`config.mk`:
```
export PLATFORM = sky130hd
export DESIGN_NAME = bm_scheduler
export DESIGN_NICKNAME = d
export VERILOG_FILES = /design/src/rtl/rs_pkg.sv /design/src/rtl/sat_counter.sv /design/src/rtl/bm_scheduler.sv
export SDC_FILE = /design/constraint.sdc
export NUM_CORES = 1
export LEC_CHECK = 0
export ABC_AREA = 1
export BUFFER_PORTS_ARGS = -buffer_cell sky130_fd_sc_hd__buf_2
export CORE_AREA = 5 5 89 154
export CTS_CLUSTER_SIZE = 20
export DETAILED_ROUTE_END_ITERATION = 8
export DIE_AREA = 0 0 94 159
export MAX_ROUTING_LAYER = met4
export PLACE_DENSITY = 0.74
export SLEW_MARGIN = 20
export SYNTH_ARGS = -nofsm -noshare
export SYNTH_HDL_FRONTEND = slang
export SYNTH_HIERARCHICAL = 1
export SYNTH_SLANG_ARGS = --single-unit
```
`constraint.sdc`:
```
create_clock -name clock -period 2.45 [get_ports clock]
set_input_delay 0.1225 -clock clock [delete_from_list [all_inputs] [get_ports clock]]
set_output_delay 0.1225 -clock clock [all_outputs]
set_load 0.01 [all_outputs]
```
`src/rtl/rs_pkg.sv`:
```
// Shared constants and types for the RS(t=3) decoder over GF(2^8).
package rs_pkg;

  localparam int unsigned SYM_W = 8;
  localparam int unsigned T     = 3;
  localparam int unsigned NSYN  = 2 * T;
  localparam int unsigned NLOC  = T + 1;

  localparam logic [7:0] GF_ONE = 8'h01;

  typedef enum logic [2:0] {
    StIdle,
    StCheck,
    StLaunch,
    StWait,
    StOut
  } bm_state_e;

endpackage

```
`src/rtl/sat_counter.sv`:
```
// Saturating up-counter: increments on inc and holds at all-ones.
module sat_counter #(
  parameter int unsigned CNT_W = 16
) (
  input  logic             clock,
  input  logic             reset_n,
  input  logic             inc,
  output logic [CNT_W-1:0] count
);

  logic [CNT_W-1:0] count_q;

  always_ff @(posedge clock or negedge reset_n) begin
    if (!reset_n) begin
      count_q <= '0;
    end else if (inc && (count_q != '1)) begin
      count_q <= count_q + CNT_W'(1);
    end
  end

  assign count = count_q;

endmodule

```
`src/rtl/bm_scheduler.sv`:
```
// Sequences the Berlekamp-Massey unit between syndrome calculation and Chien search,
// with an all-zero bypass, a completion timeout and saturating statistics.
module bm_scheduler #(
  parameter int unsigned SYM_W   = 8,
  parameter int unsigned TIMEOUT = 32,
  parameter int unsigned CNT_W   = 16
) (
  input  logic             clock,
  input  logic             reset_n,
  input  logic             syn_valid,
  output logic             syn_ready,
  input  logic [SYM_W-1:0] syn1,
  input  logic [SYM_W-1:0] syn2,
  input  logic [SYM_W-1:0] syn3,
  input  logic [SYM_W-1:0] syn4,
  input  logic [SYM_W-1:0] syn5,
  input  logic [SYM_W-1:0] syn6,
  output logic             bm_signal,
  output logic [SYM_W-1:0] bm_S1,
  output logic [SYM_W-1:0] bm_S2,
  output logic [SYM_W-1:0] bm_S3,
  output logic [SYM_W-1:0] bm_S4,
  output logic [SYM_W-1:0] bm_S5,
  output logic [SYM_W-1:0] bm_S6,
  input  logic             bm_ready,
  input  logic [SYM_W-1:0] bm_s0,
  input  logic [SYM_W-1:0] bm_s1,
  input  logic [SYM_W-1:0] bm_s2,
  input  logic [SYM_W-1:0] bm_s3,
  output logic             loc_valid,
  input  logic             loc_ready,
  output logic [SYM_W-1:0] loc0,
  output logic [SYM_W-1:0] loc1,
  output logic [SYM_W-1:0] loc2,
  output logic [SYM_W-1:0] loc3,
  output logic             err_free,
  output logic             fail,
  output logic [CNT_W-1:0] decoded_cnt,
  output logic [CNT_W-1:0] fail_cnt
);

  import rs_pkg::*;

  localparam int unsigned WCW = $clog2(TIMEOUT + 1);

  bm_state_e                       state_q, state_d;
  logic                            init_q;
  logic                            ready_q;
  logic [WCW-1:0]                  wait_cnt_q;
  logic [NSYN-1:0][SYM_W-1:0]      syn_q;
  logic [NLOC-1:0][SYM_W-1:0]      loc_q;
  logic                            err_free_q, fail_q;

  logic accept, syn_zero, bm_done, wait_expired, dec_inc, fail_inc;

  assign accept       = syn_valid && syn_ready;
  assign syn_zero     = (syn_q == '0);
  // Completion is the 0->1 transition of bm_ready, honoured only while waiting.
  assign bm_done      = (state_q == StWait) && bm_ready && !ready_q;
  assign wait_expired = (state_q == StWait) && (wait_cnt_q == WCW'(TIMEOUT - 1));
  assign dec_inc      = (state_q == StOut) && loc_ready;
  assign fail_inc     = wait_expired && !bm_done;

  always_ff @(posedge clock or negedge reset_n) begin
    if (!reset_n) begin
      state_q <= StIdle;
    end else begin
      state_q <= state_d;
    end
  end

  always_comb begin
    state_d = state_q;
    unique case (state_q)
      StIdle:   if (accept) state_d = StCheck;
      StCheck:  state_d = syn_zero ? StOut : StLaunch;
      StLaunch: state_d = StWait;
      StWait:   if (bm_done || wait_expired) state_d = StOut;
      StOut:    if (loc_ready) state_d = StIdle;
      default:  state_d = StIdle;
    endcase
  end

  // init_q keeps syn_ready low until the first clock after reset release.
  always_comb begin
    syn_ready = init_q && (state_q == StIdle);
    bm_signal = (state_q == StLaunch);
    loc_valid = (state_q == StOut);
  end

  always_ff @(posedge clock or negedge reset_n) begin
    if (!reset_n) begin
      init_q     <= 1'b0;
      ready_q    <= 1'b1;
      wait_cnt_q <= '0;
      syn_q      <= '0;
      loc_q      <= '0;
      err_free_q <= 1'b0;
      fail_q     <= 1'b0;
    end else begin
      init_q  <= 1'b1;
      ready_q <= bm_ready;
      if (accept) begin
        syn_q <= {syn6, syn5, syn4, syn3, syn2, syn1};
      end
      if (state_q == StLaunch) begin
        wait_cnt_q <= '0;
      end else if (state_q == StWait) begin
        wait_cnt_q <= wait_cnt_q + WCW'(1);
      end
      if ((state_q == StCheck) && syn_zero) begin
        loc_q      <= {{((NLOC - 1) * SYM_W){1'b0}}, SYM_W'(GF_ONE)};
        err_free_q <= 1'b1;
        fail_q     <= 1'b0;
      end else if (bm_done) begin
        loc_q      <= {bm_s3, bm_s2, bm_s1, bm_s0};
        err_free_q <= 1'b0;
        fail_q     <= 1'b0;
      end else if (wait_expired) begin
        loc_q      <= '0;
        err_free_q <= 1'b0;
        fail_q     <= 1'b1;
      end
    end
  end

  assign bm_S1    = syn_q[0];
  assign bm_S2    = syn_q[1];
  assign bm_S3    = syn_q[2];
  assign bm_S4    = syn_q[3];
  assign bm_S5    = syn_q[4];
  assign bm_S6    = syn_q[5];
  assign loc0     = loc_q[0];
  assign loc1     = loc_q[1];
  assign loc2     = loc_q[2];
  assign loc3     = loc_q[3];
  assign err_free = err_free_q;
  assign fail     = fail_q;

  sat_counter #(
    .CNT_W(CNT_W)
  ) u_decoded_cnt (
    .clock  (clock),
    .reset_n(reset_n),
    .inc    (dec_inc),
    .count  (decoded_cnt)
  );

  sat_counter #(
    .CNT_W(CNT_W)
  ) u_fail_cnt (
    .clock  (clock),
    .reset_n(reset_n),
    .inc    (fail_inc),
    .count  (fail_cnt)
  );

endmodule

```
Word level (Yosys, flattened, before mapping)

Index checks and enable logic that the tools add are counted.

Register bits: 125
Word-level logic and storage cells: 65

Add/sub/neg operators: 3
Equality and inequality tests: 10
Muxes and demuxes: 16
Reduce and logical (&&, ||, !) cells: 18

Operators by type and width:

| kind                    | count |
|---|---|
| $mux W32                | 3 |
| $logic_not A48 Y1       | 1 |
| $add A16 B1 Y16 const B | 2 |
| $ne A16 B16 Y1 const B  | 2 |
| $pmux W3 S5             | 1 |
| $mux W3                 | 4 |
| $mux W6                 | 2 |
| $logic_and A1 B1 Y1     | 10 |
| $add A6 B1 Y6 const B   | 1 |
| $eq A3 B2 Y1 const B    | 2 |
| $eq A6 B5 Y1 const B    | 1 |
| $mux W1                 | 6 |
| $ne A2 B1 Y1 const B    | 2 |
| $eq A3 B1 Y1 const B    | 1 |
| $eq A3 B3 Y1 const B    | 1 |
| $logic_not A3 Y1        | 1 |
| $reduce_and A3 Y1       | 1 |
| $reduce_bool A3 Y1      | 1 |
| $logic_not A1 Y1        | 2 |
| $ne A2 B2 Y1 const B    | 1 |
| $reduce_bool A2 Y1      | 1 |
| $logic_or A1 B1 Y1      | 1 |

Longest topological paths before layout

Depth after elaboration: 6
Gate-level depth with buffers: 14
Mapped depth without buffers: 14

Cells and area by module

Netlist, hierarchy kept.

Modules (own cells, without submodules):

| module       | instances | cells an instance | area an instance (sq um) | sequential area each (sq um) |
|---|---|---|---|---|
| bm_scheduler | 1         | 354               | 3892.5                   | 2328.5 |
| sat_counter  | 2         | 149               | 1058.5                   | 400.4 |

Worst setup path after synthesis

OpenSTA, ideal clock, no wires.

Kind: flip-flop to flip-flop
Start: reg state_q[2]
End: reg u_fail_cnt.count_q[15], in the netlist u_fail_cnt/count[15]
Library setup time: 113 ps
Arrival: 1769 ps
Required time: 2337 ps
Slack: 568 ps
Stages on the path, launching flop included: 13
Path buffers: 0
Clock period less this slack: 1882 ps
Cells stage by stage: dfrtp_1 nor2_4 nand2_2 nor2_1 nand2_1 nor2_1 inv_1 nor2_1 nand2_1 nor2_1 nand3_1 nand2_1 inv_1

Word-level cells in the longest chain between the ends: 6
Elaborated cells on any way between the ends: 7
Classes of those cells: 1 x eq/ne; 6 x reduce/logical

Ends and longest elaborated chain:

| item                             | RTL line                               | text |
|---|---|---|
| start, declared                  | bm_scheduler.sv:46                     | `bm_state_e state_q, state_d;` |
| start signal, assigned           | bm_scheduler.sv:66                     | `state_q <= StIdle;` |
| start signal, assigned           | bm_scheduler.sv:68                     | `state_q <= state_d;` |
| $eq A3 B2 Y1 *                   | bm_scheduler.sv:59, bm_scheduler.sv:60 |  |
| $logic_and A1 B1 Y1 (2 in a row) | bm_scheduler.sv:59                     | `assign bm_done = (state_q == StWait) && bm_ready && !ready_q;` |
| $logic_not A1 Y1                 | bm_scheduler.sv:62                     | `assign fail_inc = wait_expired && !bm_done;` |
| $logic_and A1 B1 Y1 *            | bm_scheduler.sv:62                     |  |
| net fail_inc                     | bm_scheduler.sv:54                     | `logic accept, syn_zero, bm_done, wait_expired, dec_inc, fail_inc;` |
| $logic_and A1 B1 Y1 *            | sat_counter.sv:16                      | `end else if (inc && (count_q != '1)) begin` |
| end signal, assigned             | sat_counter.sv:17                      | `count_q <= count_q + CNT_W'(1);` |
| end, declared                    | sat_counter.sv:11                      | `logic [CNT_W-1:0] count_q;` |

Mark *: on every way through the listed nets, which the timed path passes. The rest lies on a longest branch.
A chain may end at the register's enable or synchronous reset.

Worst setup path after layout

Same ends and word-level chain as after synthesis.

==> impl_metrics.ini <==
[cts]
h-tree-depth = 4
cts.clk_slew.worst_paths_ns = 0.06
postCtsResizedCells = 0
cts_buffers = 17
cts_sinks = 125
cts_buffer_depth = 2
worstSkewPairLatency_ns = 0.40
cts_tree = built
cts-root-buf = clkbuf_16

[sta]
max_freq_ghz = 0.520
finalMaxSlewViolations = 0
final.setup_skew_ns = 0.0107
finalCritPeriodShare = 0.786
rsz0062_at_grt = no
setup_tns_ns = 0
tightest_slew_ns = 0.595
hold_slack_ns = 0.0361
period_needed_ns = 1.92
hold_viol = 0
setup_viol = 0
max-slew-margin-rel = 0.604

[synthesis]
post_synth_instance_area_um2 = 6010
ys.warnings.count = 6
avgSynthCellArea_um2 = 9.22
synth_common_cells = nand2_1, dfrtp_1, nor2_1, nand3_1, mux2_2
syn_inst = 652
synth_top_area_frac = 0.516
synth_area_leader_cell = dfrtp_1
synthArstFlopShare = 1.00
ys_seq_elements = 125
synth_area_leaders = dfrtp_1, nand2_1, mux2_2
syn_nets = 740
synth-seq-area-share = 0.521
synth.most_common_cell = nand2_1
ys_types = 34
synthFlopType = dfrtp_1
synth-edff-count = 0

[setup_path]
path_buf_inv = 2
cp_common_cell = nor2_1
crit_path_end_kind = register
startpoint_type = register
worstSetupPathType = register to register
worstPathArrival_ns = 2.22
worst_path_largest_cell_delay_ns = 0.45
required_ns = 2.74
crit_slowest_cell = dfrtp_1
critical_path.max_fanout = 5
crit_family = simple AND/OR/NAND/NOR gates
crit_chain = nor2_4 -> nand2_2 -> nor2_1 -> nand2_1 -> nor2_1 -> inv_1 -> nor2_1 -> nand2_1 -> nor2_1 -> nand3_1 -> nand2_1 -> inv_1

[finish]
nets = 1032
final_cell_count_no_fill = 1124
synthToLayoutAreaGrowth_pct = 42.6
drive_above_1_share = 0.345
antennaDiodeCount = 0

[global_routing]
antenna_found_initial = 0
grt_pass1_vias = 5940
grt_pass1_wl_um = 28700
track_usage = 0.248
grt_max_degree = 51
overflow = 0

[route]
detail_route.wl_per_cell_um = 15.4
drt_iter0_markers = 280
antenna_left = 0
firstDrtPassIters = 4
vias_per_cell = 4.93
drt_drc_violations_left = 0
drt_wl_total_um = 17400
vias = 5543

[floorplanning]
io_pins = 202
row_count = 54
core_area_um2 = 12300
start_util = 0.489
die_x_um = 94
die_area_um2 = 14900
die_h_um = 159

[power_and_ir_drop]
peakVddDrop_mv = 0.524
cellPowerDensity_nw_per_um2 = 1000
p_leak_nw = 4.34

[run]
maxCapViolations = 0

[placement]
dp_cells = 1011
io_buffers = 201
place.detailed.hpwl_um = 11400
place_congestion = 0.851

[worst_hold_path]
hold_path_class = input pin to register

[run_status]
outcome = finished clean
worst register-to-register path, delay by kind of cell, from the launching register on:
kind / cells / cell delay [ns]
buffers and inverters: 2 / 0.17
flip-flops: 1 / 0.45
AND/OR/NAND/NOR: 10 / 1.22
routing by layer:
metal	vias up	part of all wire	track usage
met3	41	0.040	0.0487
met5	-	0	-
met1	2635	0.37	0.263
li1	2690	-	-
met2	177	0.55	0.440
met4	0	0.035	0.105
where the power goes:
part	internal (W)	total [W]	switching, W
registers	0.00282	0.00341	0.000596
logic	0.00131	0.00277	0.00146
clock network	0.00145	0.00238	0.000934
total	0.00558	0.00857	0.00299
final timing paths:
path                                        start                                  to  slack, ns  cells past startpoint
setup / recovery           state_q[2]$_DFFE_PN0P_    u_fail_cnt/count[15]$_DFFE_PN0P_       0.53                     12
hold / removal                          loc_ready              state_q[2]$_DFFE_PN0P_       0.04                      4
setup reg to reg           state_q[2]$_DFFE_PN0P_    u_fail_cnt/count[15]$_DFFE_PN0P_       0.53                     12
hold reg to reg              err_free$_DFFE_PN0P_                err_free$_DFFE_PN0P_       0.47                      2
max in group asynchronous                 reset_n                bm_S6[6]$_DFFE_PN0P_       1.50                      3
min in group asynchronous                 reset_n  u_decoded_cnt/count[0]$_DFFE_PN0P_       0.27                      2
layout make-up:
type                       count  area, µm²
clock buffer                  19        453
clock inverter                12        114
fill                         978       3730
inverter                      36        135
multi-input combinational    473       2600
sequential                   125       3130
tap                          168        210
timing repair buffer         291       1930
kinds of logic after synthesis:
kind of cell    Yosys count  share of synthesized area
fa+ha+maj                 3                    0.00625
buf+inv                  54                     0.0464
flops                   125                      0.521
other cells               1                   0.000624
simple gates            380                      0.285
compound gates           27                     0.0273
xor+xnor                 14                     0.0204
mux                      48                     0.0937
timing repair:
item,4_1_cts,5_1_grt
buffers inserted,0,0
hold endpoints to repair,121,0
hold buffers,82,0
layout by cell type, fill, tap and decap left out, types with 4 or more instances in the layout:
cell	synthesis	layout
buf_2	7	200
buf_4	0	6
clkbuf_16	0	17
clkinvlp_4	0	4
dfrtp_1	124	124
dlygate4sd3_1	0	82
inv_1	33	33
mux2_2	42	42
mux2_4	6	6
nand2_1	216	216
nand2_2	10	10
nand3_1	48	48
nand4_1	13	13
nor2_1	66	66
nor2_2	7	7
nor2_4	9	9
o21ai_0	17	17
o21ai_2	4	4
xnor2_1	11	11
metrics by stage:
step	total power (W)	area [µm²]	setup WS (ns)	utilization
after floorplan	0.00485	6010	0.568	-
after CTS	0.00857	8570	0.503	0.697
after detailed placement	0.00605	7180	0.523	0.584
after global placement	0.00597	7180	0.582	0.584
final	0.00857	8570	0.525	0.697
after global routing	0.00910	8570	0.278	0.697
flip-flops by register name, indices dropped and copies added, names as in the netlist, 6 cells and up:
register and count:
bm_S3 8, loc1 8, u_decoded_cnt/count 16, loc3 8, u_fail_cnt/count 16, bm_S6 8, loc0 8, wait_cnt_q 6
bm_S4 8, bm_S5 8, loc2 8, bm_S2 8, bm_S1 8
(Power assumes the default switching activity.)
